<file path="src/rtl/vga_pkg.sv">
// Shared constants, types and helpers for the VGA scanout engine.
// Default timing is 640x480@60; RGB332 pixels unpack into a 3/3/2 colour struct.
package vga_pkg;

   localparam int H_ACTIVE_DEF = 640;
   localparam int H_FP_DEF     = 16;
   localparam int H_SYNC_DEF   = 96;
   localparam int H_BP_DEF     = 48;
   localparam int V_ACTIVE_DEF = 480;
   localparam int V_FP_DEF     = 10;
   localparam int V_SYNC_DEF   = 2;
   localparam int V_BP_DEF     = 33;

   localparam logic [7:0] BORDER_DEF = 8'h00;

   // Control stages between the counters and the output register; matches RAM read latency.
   localparam int PIPE_STAGES = 2;

   typedef struct packed {
      logic [2:0] r;
      logic [2:0] g;
      logic [1:0] b;
   } rgb_t;

   typedef struct packed {
      logic hsync_n;
      logic vsync_n;
      logic active;
      logic in_window;
      logic frame_start;
   } ctrl_t;

   localparam ctrl_t CTRL_IDLE = '{hsync_n: 1'b1, vsync_n: 1'b1, active: 1'b0,
                                   in_window: 1'b0, frame_start: 1'b0};

   function automatic int line_total(input int act, input int fp, input int sync, input int bp);
      return act + fp + sync + bp;
   endfunction

   function automatic rgb_t unpack_rgb332(input logic [7:0] px);
      rgb_t c;
      c.r = px[7:5];
      c.g = px[4:2];
      c.b = px[1:0];
      return c;
   endfunction

endpackage

</file>
<file path="src/rtl/vga_timing.sv">
// Free-running horizontal/vertical counters with raw (unregistered) sync,
// active-video and frame-start flags decoded from the current counter state.
module vga_timing
   import vga_pkg::*;
#(
   parameter int H_ACTIVE = H_ACTIVE_DEF,
   parameter int H_FP     = H_FP_DEF,
   parameter int H_SYNC   = H_SYNC_DEF,
   parameter int H_BP     = H_BP_DEF,
   parameter int V_ACTIVE = V_ACTIVE_DEF,
   parameter int V_FP     = V_FP_DEF,
   parameter int V_SYNC   = V_SYNC_DEF,
   parameter int V_BP     = V_BP_DEF,
   parameter int HW       = 10,
   parameter int VW       = 10
) (
   input  logic          clk_i,
   input  logic          rst_ni,
   output logic [HW-1:0] h_cnt_o,
   output logic [VW-1:0] v_cnt_o,
   output logic          hsync_n_o,
   output logic          vsync_n_o,
   output logic          active_o,
   output logic          frame_start_o
);

   localparam int H_TOTAL = line_total(H_ACTIVE, H_FP, H_SYNC, H_BP);
   localparam int V_TOTAL = line_total(V_ACTIVE, V_FP, V_SYNC, V_BP);

   logic [HW-1:0] h_cnt_q, h_cnt_d;
   logic [VW-1:0] v_cnt_q, v_cnt_d;

   always_comb begin
      h_cnt_d = h_cnt_q + 1'b1;
      v_cnt_d = v_cnt_q;
      if (h_cnt_q == HW'(H_TOTAL - 1)) begin
         h_cnt_d = '0;
         v_cnt_d = (v_cnt_q == VW'(V_TOTAL - 1)) ? '0 : v_cnt_q + 1'b1;
      end
   end

   always_ff @(posedge clk_i or negedge rst_ni) begin
      if (!rst_ni) begin
         h_cnt_q <= '0;
         v_cnt_q <= '0;
      end else begin
         h_cnt_q <= h_cnt_d;
         v_cnt_q <= v_cnt_d;
      end
   end

   assign h_cnt_o       = h_cnt_q;
   assign v_cnt_o       = v_cnt_q;
   assign active_o      = (h_cnt_q < HW'(H_ACTIVE)) && (v_cnt_q < VW'(V_ACTIVE));
   assign hsync_n_o     = !((h_cnt_q >= HW'(H_ACTIVE + H_FP)) &&
                            (h_cnt_q <  HW'(H_ACTIVE + H_FP + H_SYNC)));
   // Vertical sync spans whole lines, so it only depends on the line counter.
   assign vsync_n_o     = !((v_cnt_q >= VW'(V_ACTIVE + V_FP)) &&
                            (v_cnt_q <  VW'(V_ACTIVE + V_FP + V_SYNC)));
   assign frame_start_o = (h_cnt_q == '0) && (v_cnt_q == '0);

endmodule

</file>
<file path="src/rtl/vga_scanout.sv">
// Scanout engine: maps screen position to frame-buffer address, delays control
// alongside the two-cycle RAM read, and registers colour, syncs and data-enable.
module vga_scanout
   import vga_pkg::*;
#(
   parameter int         addr_width  = 10,
   parameter int         data_width  = 8,
   parameter int         FB_W_LOG2   = 5,
   parameter int         FB_H_LOG2   = 5,
   parameter int         SCALE_SHIFT = 4,
   parameter int         H_ACTIVE    = H_ACTIVE_DEF,
   parameter int         H_FP        = H_FP_DEF,
   parameter int         H_SYNC      = H_SYNC_DEF,
   parameter int         H_BP        = H_BP_DEF,
   parameter int         V_ACTIVE    = V_ACTIVE_DEF,
   parameter int         V_FP        = V_FP_DEF,
   parameter int         V_SYNC      = V_SYNC_DEF,
   parameter int         V_BP        = V_BP_DEF,
   parameter logic [7:0] BORDER      = BORDER_DEF
) (
   input  logic                  clk,
   input  logic                  rst_n,
   output logic [addr_width-1:0] read_address,
   input  logic [data_width-1:0] q,
   input  logic                  blank,
   output logic                  hsync_n,
   output logic                  vsync_n,
   output logic                  de,
   output logic [2:0]            red,
   output logic [2:0]            green,
   output logic [1:0]            blue,
   output logic                  frame_start
);

   localparam int HW = $clog2(line_total(H_ACTIVE, H_FP, H_SYNC, H_BP));
   localparam int VW = $clog2(line_total(V_ACTIVE, V_FP, V_SYNC, V_BP));

   logic [HW-1:0] h_cnt;
   logic [VW-1:0] v_cnt;
   logic          raw_hsync_n, raw_vsync_n, raw_active, raw_frame_start;

   vga_timing #(
      .H_ACTIVE(H_ACTIVE), .H_FP(H_FP), .H_SYNC(H_SYNC), .H_BP(H_BP),
      .V_ACTIVE(V_ACTIVE), .V_FP(V_FP), .V_SYNC(V_SYNC), .V_BP(V_BP),
      .HW(HW), .VW(VW)
   ) u_timing (
      .clk_i         (clk),
      .rst_ni        (rst_n),
      .h_cnt_o       (h_cnt),
      .v_cnt_o       (v_cnt),
      .hsync_n_o     (raw_hsync_n),
      .vsync_n_o     (raw_vsync_n),
      .active_o      (raw_active),
      .frame_start_o (raw_frame_start)
   );

   logic [HW-1:0] fx;
   logic [VW-1:0] fy;
   logic          in_window;

   assign fx           = h_cnt >> SCALE_SHIFT;
   assign fy           = v_cnt >> SCALE_SHIFT;
   assign in_window    = raw_active && ((fx >> FB_W_LOG2) == '0) && ((fy >> FB_H_LOG2) == '0);
   // Outside the window the truncated coordinates still give a defined address.
   assign read_address = {fy[FB_H_LOG2-1:0], fx[FB_W_LOG2-1:0]};

   ctrl_t stage_in;
   ctrl_t pipe_in [PIPE_STAGES];
   ctrl_t pipe_q  [PIPE_STAGES];

   assign stage_in = '{hsync_n: raw_hsync_n, vsync_n: raw_vsync_n, active: raw_active,
                       in_window: in_window, frame_start: raw_frame_start};

   genvar gi;
   generate
      for (gi = 0; gi < PIPE_STAGES; gi++) begin : g_pipe
         if (gi == 0) begin : g_first
            assign pipe_in[gi] = stage_in;
         end else begin : g_next
            assign pipe_in[gi] = pipe_q[gi-1];
         end
         always_ff @(posedge clk or negedge rst_n) begin
            if (!rst_n) pipe_q[gi] <= CTRL_IDLE;
            else        pipe_q[gi] <= pipe_in[gi];
         end
      end
   endgenerate

   ctrl_t last;
   assign last = pipe_q[PIPE_STAGES-1];

   rgb_t rgb_d, rgb_q;
   logic hsync_n_q, vsync_n_q, de_q, frame_start_q;

   // q arrives in the same cycle as the last control stage, so both feed the output register.
   always_comb begin
      rgb_d = '0;
      if (last.active && !blank)
         rgb_d = last.in_window ? unpack_rgb332(q[7:0]) : unpack_rgb332(BORDER);
   end

   always_ff @(posedge clk or negedge rst_n) begin
      if (!rst_n) begin
         hsync_n_q     <= 1'b1;
         vsync_n_q     <= 1'b1;
         de_q          <= 1'b0;
         frame_start_q <= 1'b0;
         rgb_q         <= '0;
      end else begin
         hsync_n_q     <= last.hsync_n;
         vsync_n_q     <= last.vsync_n;
         de_q          <= last.active;
         frame_start_q <= last.frame_start;
         rgb_q         <= rgb_d;
      end
   end

   assign hsync_n     = hsync_n_q;
   assign vsync_n     = vsync_n_q;
   assign de          = de_q;
   assign frame_start = frame_start_q;
   assign red         = rgb_q.r;
   assign green       = rgb_q.g;
   assign blue        = rgb_q.b;

endmodule

</file>
<file path="config.mk">
export PLATFORM = sky130hd
export DESIGN_NAME = vga_scanout
export DESIGN_NICKNAME = d
export VERILOG_FILES = /design/src/rtl/vga_pkg.sv /design/src/rtl/vga_timing.sv /design/src/rtl/vga_scanout.sv
export SDC_FILE = /design/constraint.sdc
export NUM_CORES = 1
export LEC_CHECK = 0
export BUFFER_PORTS_ARGS = -buffer_cell sky130_fd_sc_hd__buf_2
export CORE_MARGIN = 10
export CORE_UTILIZATION = 49
export CTS_CLUSTER_DIAMETER = 100
export CTS_CLUSTER_SIZE = 16
export DETAILED_ROUTE_END_ITERATION = 16
export PLACE_DENSITY = 0.71
export SKIP_CTS_REPAIR_TIMING = 1
export SYNTH_ARGS = -nofsm -noshare
export SYNTH_HDL_FRONTEND = slang
export SYNTH_SLANG_ARGS = --single-unit
</file>
<file path="constraint.sdc">
create_clock -name clk -period 1.85 [get_ports clk]
set_input_delay 0.185 -clock clk [delete_from_list [all_inputs] [get_ports clk]]
set_output_delay 0.185 -clock clk [all_outputs]
set_load 0.03 [all_outputs]
</file>
After elaboration in Yosys (flattened, before gate mapping). Cells that the tools add are included.

Register bits after elaboration: 42. Bits of input ports: 11. Output and inout bits: 22. Logic and storage cells: 47.

Add/subtract/negate cells: 2. $lt $le $gt $ge: 6. Eq/ne operators: 2. Mux-type cells: 4. Reduce and logical (&&, ||, !) cells: 14.

Operators by type and width (count): $logic_not 10->1 (4); $add 10x1->10 const B (2); $eq 10x10->1 const B (2); $lt 10x10->1 const B (2); $lt 10x9->1 const B (2); $mux 10 (2); $mux 8 (2); $ge 10x10->1 const B (1); $ge 10x9->1 const B (1); $logic_and 1x1->1 (7); $logic_not 1->1 (3).

Longest topological paths before layout.
Depth after elaboration: 4. Gate-level depth with buffers: 7. Mapped depth without buffers: 6.

Modules after synthesis. A second synthesis with hierarchy kept.

Cells, all modules: 137. Area, all modules: 1760.4 sq um.

Modules (own cells, without submodules): vga_timing (instances 1, cells each 106, area each 1114.8 sq um, sequential area each 500.5 sq um); vga_scanout (instances 1, cells each 31, area each 645.6 sq um, sequential area each 558.0 sq um).

Worst setup path after synthesis. No wires, ideal clock.

Path kind: register to register. Start: reg u_timing.h_cnt_q[5] (netlist: u_timing.h_cnt_o[5]). End: reg u_timing.v_cnt_q[9] (netlist: u_timing.v_cnt_o[9]). Setup time: 0.077 ns. Arrival: 1.653 ns. Required time: 1.773 ns. Slack: 0.119 ns. Stages on the path, launching flop included: 6. Path buffers: 1. Clock period less this slack: 1.731 ns. Cells stage by stage: dfrtp_1 > buf_6 > nor4b_4 > nand4_4 > or4_1 > a21oi_1.

Cells in the longest elaborated chain, start to end: 1.

RTL lines: from (decl) (line vga_timing.sv:30) `logic [HW-1:0] h_cnt_q, h_cnt_d;`; from (signal assigned) (line vga_timing.sv:47) `h_cnt_q <= h_cnt_d;`; $eq 10x10->1 (line vga_timing.sv:36) `if (h_cnt_q == HW'(H_TOTAL - 1)) begin`; to (signal assigned) (line vga_timing.sv:48) `v_cnt_q <= v_cnt_d;`; to (decl) (line vga_timing.sv:31) `logic [VW-1:0] v_cnt_q, v_cnt_d;`.

Every way passes these cells. A chain may end at the register's enable or synchronous reset.

Final worst setup path.
Start: reg u_timing.h_cnt_q[0] (netlist: u_timing.h_cnt_o[0]). End: reg u_timing.v_cnt_q[6] (netlist: u_timing.v_cnt_o[6]).

The elaborated chain is that of the path after synthesis.

==> results.cfg <==
[synth]
syn_area_per_cell_um2 = 11.5
yosys.area.top_type_share_pct = 49.5
synth_edf_count = 0
syn_area_um2 = 1820
seq_area_frac_synth_pct = 58.2
netlist_instances = 158
synth.distinct_cells = 34
ys_ff_latch = 42
yosysWarnings = 0
yosysMostFrequentCell = dfrtp_1
synth_top_cells_by_count = 36 x dfrtp_1, 12 x nor2_1, 10 x and2_1, 10 x buf_4, 10 x nand3_1
async_reset_ff_share_pct = 100
synth_top_area_cell = dfrtp_1
synth_flop_cell = dfrtp_1
ys_top_cells_by_area = dfrtp_1 50%, dfstp_2 8.7%, buf_4 4.1%, and2_1 3.4%, ha_1 2.8%
synth_nets = 173

[power_and_ir_drop]
p_per_area_nw_per_um2 = 763
p_comb_share_pct = 4.1
swShare_pct = 22.6
leakage_uw = 0.00101
p_switching_uw = 364
clock_power_share_pct = 38.3
internal-power_uw = 1250
power_frac_seq_pct = 57.6
ir_worst_vdd_v = 0.000298

[sta]
worstMarginPinSlew_ps = 499
finalSetupViolCount = 0
timing.fmax_mhz = 567
report.final.slew_viol_count = 0
period_share_pct = 95.3
min_period_ps = 1760
finalHoldViolations = 0
relSlewSlack_pct = 66.6
fin_skew_ps = 8.41

[routing]
routed-via-count = 1280
routed_wl_mm = 3.80
post-route-drc-count = 0
post_drt_via_cell_ratio = 5.31
firstDrtPassIters = 5
avgRoutedWirePerCell_um = 15.8
first_iter_violations = 58
ant_nets = 0

[final_layout]
instances_no_fill = 241
area_growth_pct = 16.1
fin_util_pct = 58.1
diodes = 0
nets = 207
drive_gt1_share_pct = 31.1
fillers = 328

[clock_network]
clock_latency_ps = 300
clkTransAtPathRegs_ps = 80
cts_tree = done
cts_buffers = 5
ctsLongestPathBuffers = 2
htreeDepth = 2
clock_sinks = 42
cts-root-buf = clkbuf_8

[global_routing]
grt_pass1_vias = 1321
grt_overflow = 0
grt_pass1_wl_mm = 6.13
grt_usage_pct = 12.1
grt_antenna_before_repair = 0
grt_max_degree = 43

[run]
drv_cap = 0

[die]
placementRows = 22
die_x_um = 80.9
io_pins = 33
coreArea_um2 = 3630
dieArea_um2 = 6550
initial_core_util_pct = 50.1
dieHeight_um = 80.9

[place]
port_buffers = 32
gp_congestion = 0.869
dp_cells = 232
hpwl_mm = 2.69

[worst_setup_path]
cp-start-kind = flip-flop
worstPathRequired_ps = 2040
arrival_ps = 1950
critPathMaxFanout = 9
critPathKind = flip-flop to flip-flop
cp-end-kind = flip-flop

[worst_hold_path]
hold_class = primary input to flip-flop

[status]
status = finished clean
routing by layer:
| layer | vias up | wire (um) | global-route usage, % |
|---|---|---|---|
| li1 | 604 | - | - |
| met1 | 621 | 1600 | 13.5 |
| met2 | 45 | 1770 | 19.3 |
| met3 | 10 | 351 | 5.41 |
| met4 | 0 | 77 | 5.71 |
| met5 | - | 0 | 0 |
power by group through the flow:
stage,Combinational (uW),Sequential [uW],Clock (uW)
finish,66.0,929,617
global route,75.1,929,671
CTS,66.8,929,628
detailed placement,66.5,947,0
global placement,64.7,946,0
floorplan,7.11,966,0
flip-flops by register name (all words and copies together), names as in the netlist:
register	cells
pipe_in	5
frame_start	1
hsync_n	1
blue	2
last	5
vsync_n	1
de	1
u_timing.v_cnt_o	10
red	3
green	3
u_timing.h_cnt_o	10
layout make-up:
type	count	area [um^2]	area share, %
clock buffers	6	82.6	3.91
clock inverters	2	12.5	0.592
inverters	7	26.3	1.24
multi-input cells	94	634	30.0
flip-flops and latches	42	1060	50.1
well taps	48	60.1	2.84
repair buffers	42	238	11.3
critical path: stages (launching register included):
cell and delay [ps]:
dfrtp_1 420, ha_1 250, and3_4 240, and4_2 280, buf_4 180, nand4_1 130
xnor2_1 150
path summary, 6_finish.rpt:
kind | start | to | slack, ps | cells after the start
worst max register to register | u_timing.h_cnt_o[0] | u_timing.v_cnt_o[6] | 90 | 6
max in group asynchronous | rst_n | last[3] | 1010 | 3
worst min-delay path | q[4] | green[2] | 90 | 2
min in group asynchronous | rst_n | u_timing.h_cnt_o[7] | 470 | 3
worst max-delay path | u_timing.h_cnt_o[0] | u_timing.v_cnt_o[6] | 90 | 6
worst min register to register | pipe_in[2] | last[2] | 350 | 0
layout by cell type (no fill, tap or decap), types with 5 or more instances in the layout:
master and n:
nand4_1 7, buf_2 32, dfstp_2 6, nor2_1 12, dfrtp_1 36, inv_1 7
clkbuf_8 6, xnor2_1 5, and2_1 10, xor2_1 5, nand3_1 10, buf_4 9
cell families after synthesis:
kind of cell | share of synthesized area [%]
fa+ha+maj | 2.75
buf+inv | 7.29
simple gates | 21.2
xor+xnor | 4.81
compound gates | 5.16
flops | 58.2
mux | 0.619
per-stage QoR:
| stage | cell area [um^2] | total power (uW) | hold WS (ps) | worst slack [ps] | setup TNS (ps) |
|---|---|---|---|---|---|
| 6_report | 2110 | 1610 | 90.5 | 86.7 | 0 |
| 3_3_place_gp | 2000 | 1010 | 265 | 163 | 0 |
| 4_1_cts | 2100 | 1620 | -45.9 | 25.3 | 0 |
| 5_1_grt | 2110 | 1680 | 92.5 | -12.4 | -13.0 |
| 3_5_place_dp | 2000 | 1010 | 277 | 64.8 | 0 |
| 2_1_floorplan | 1820 | 973 | -111 | 119 | 0 |
Power figures use the tool's default switching activity.
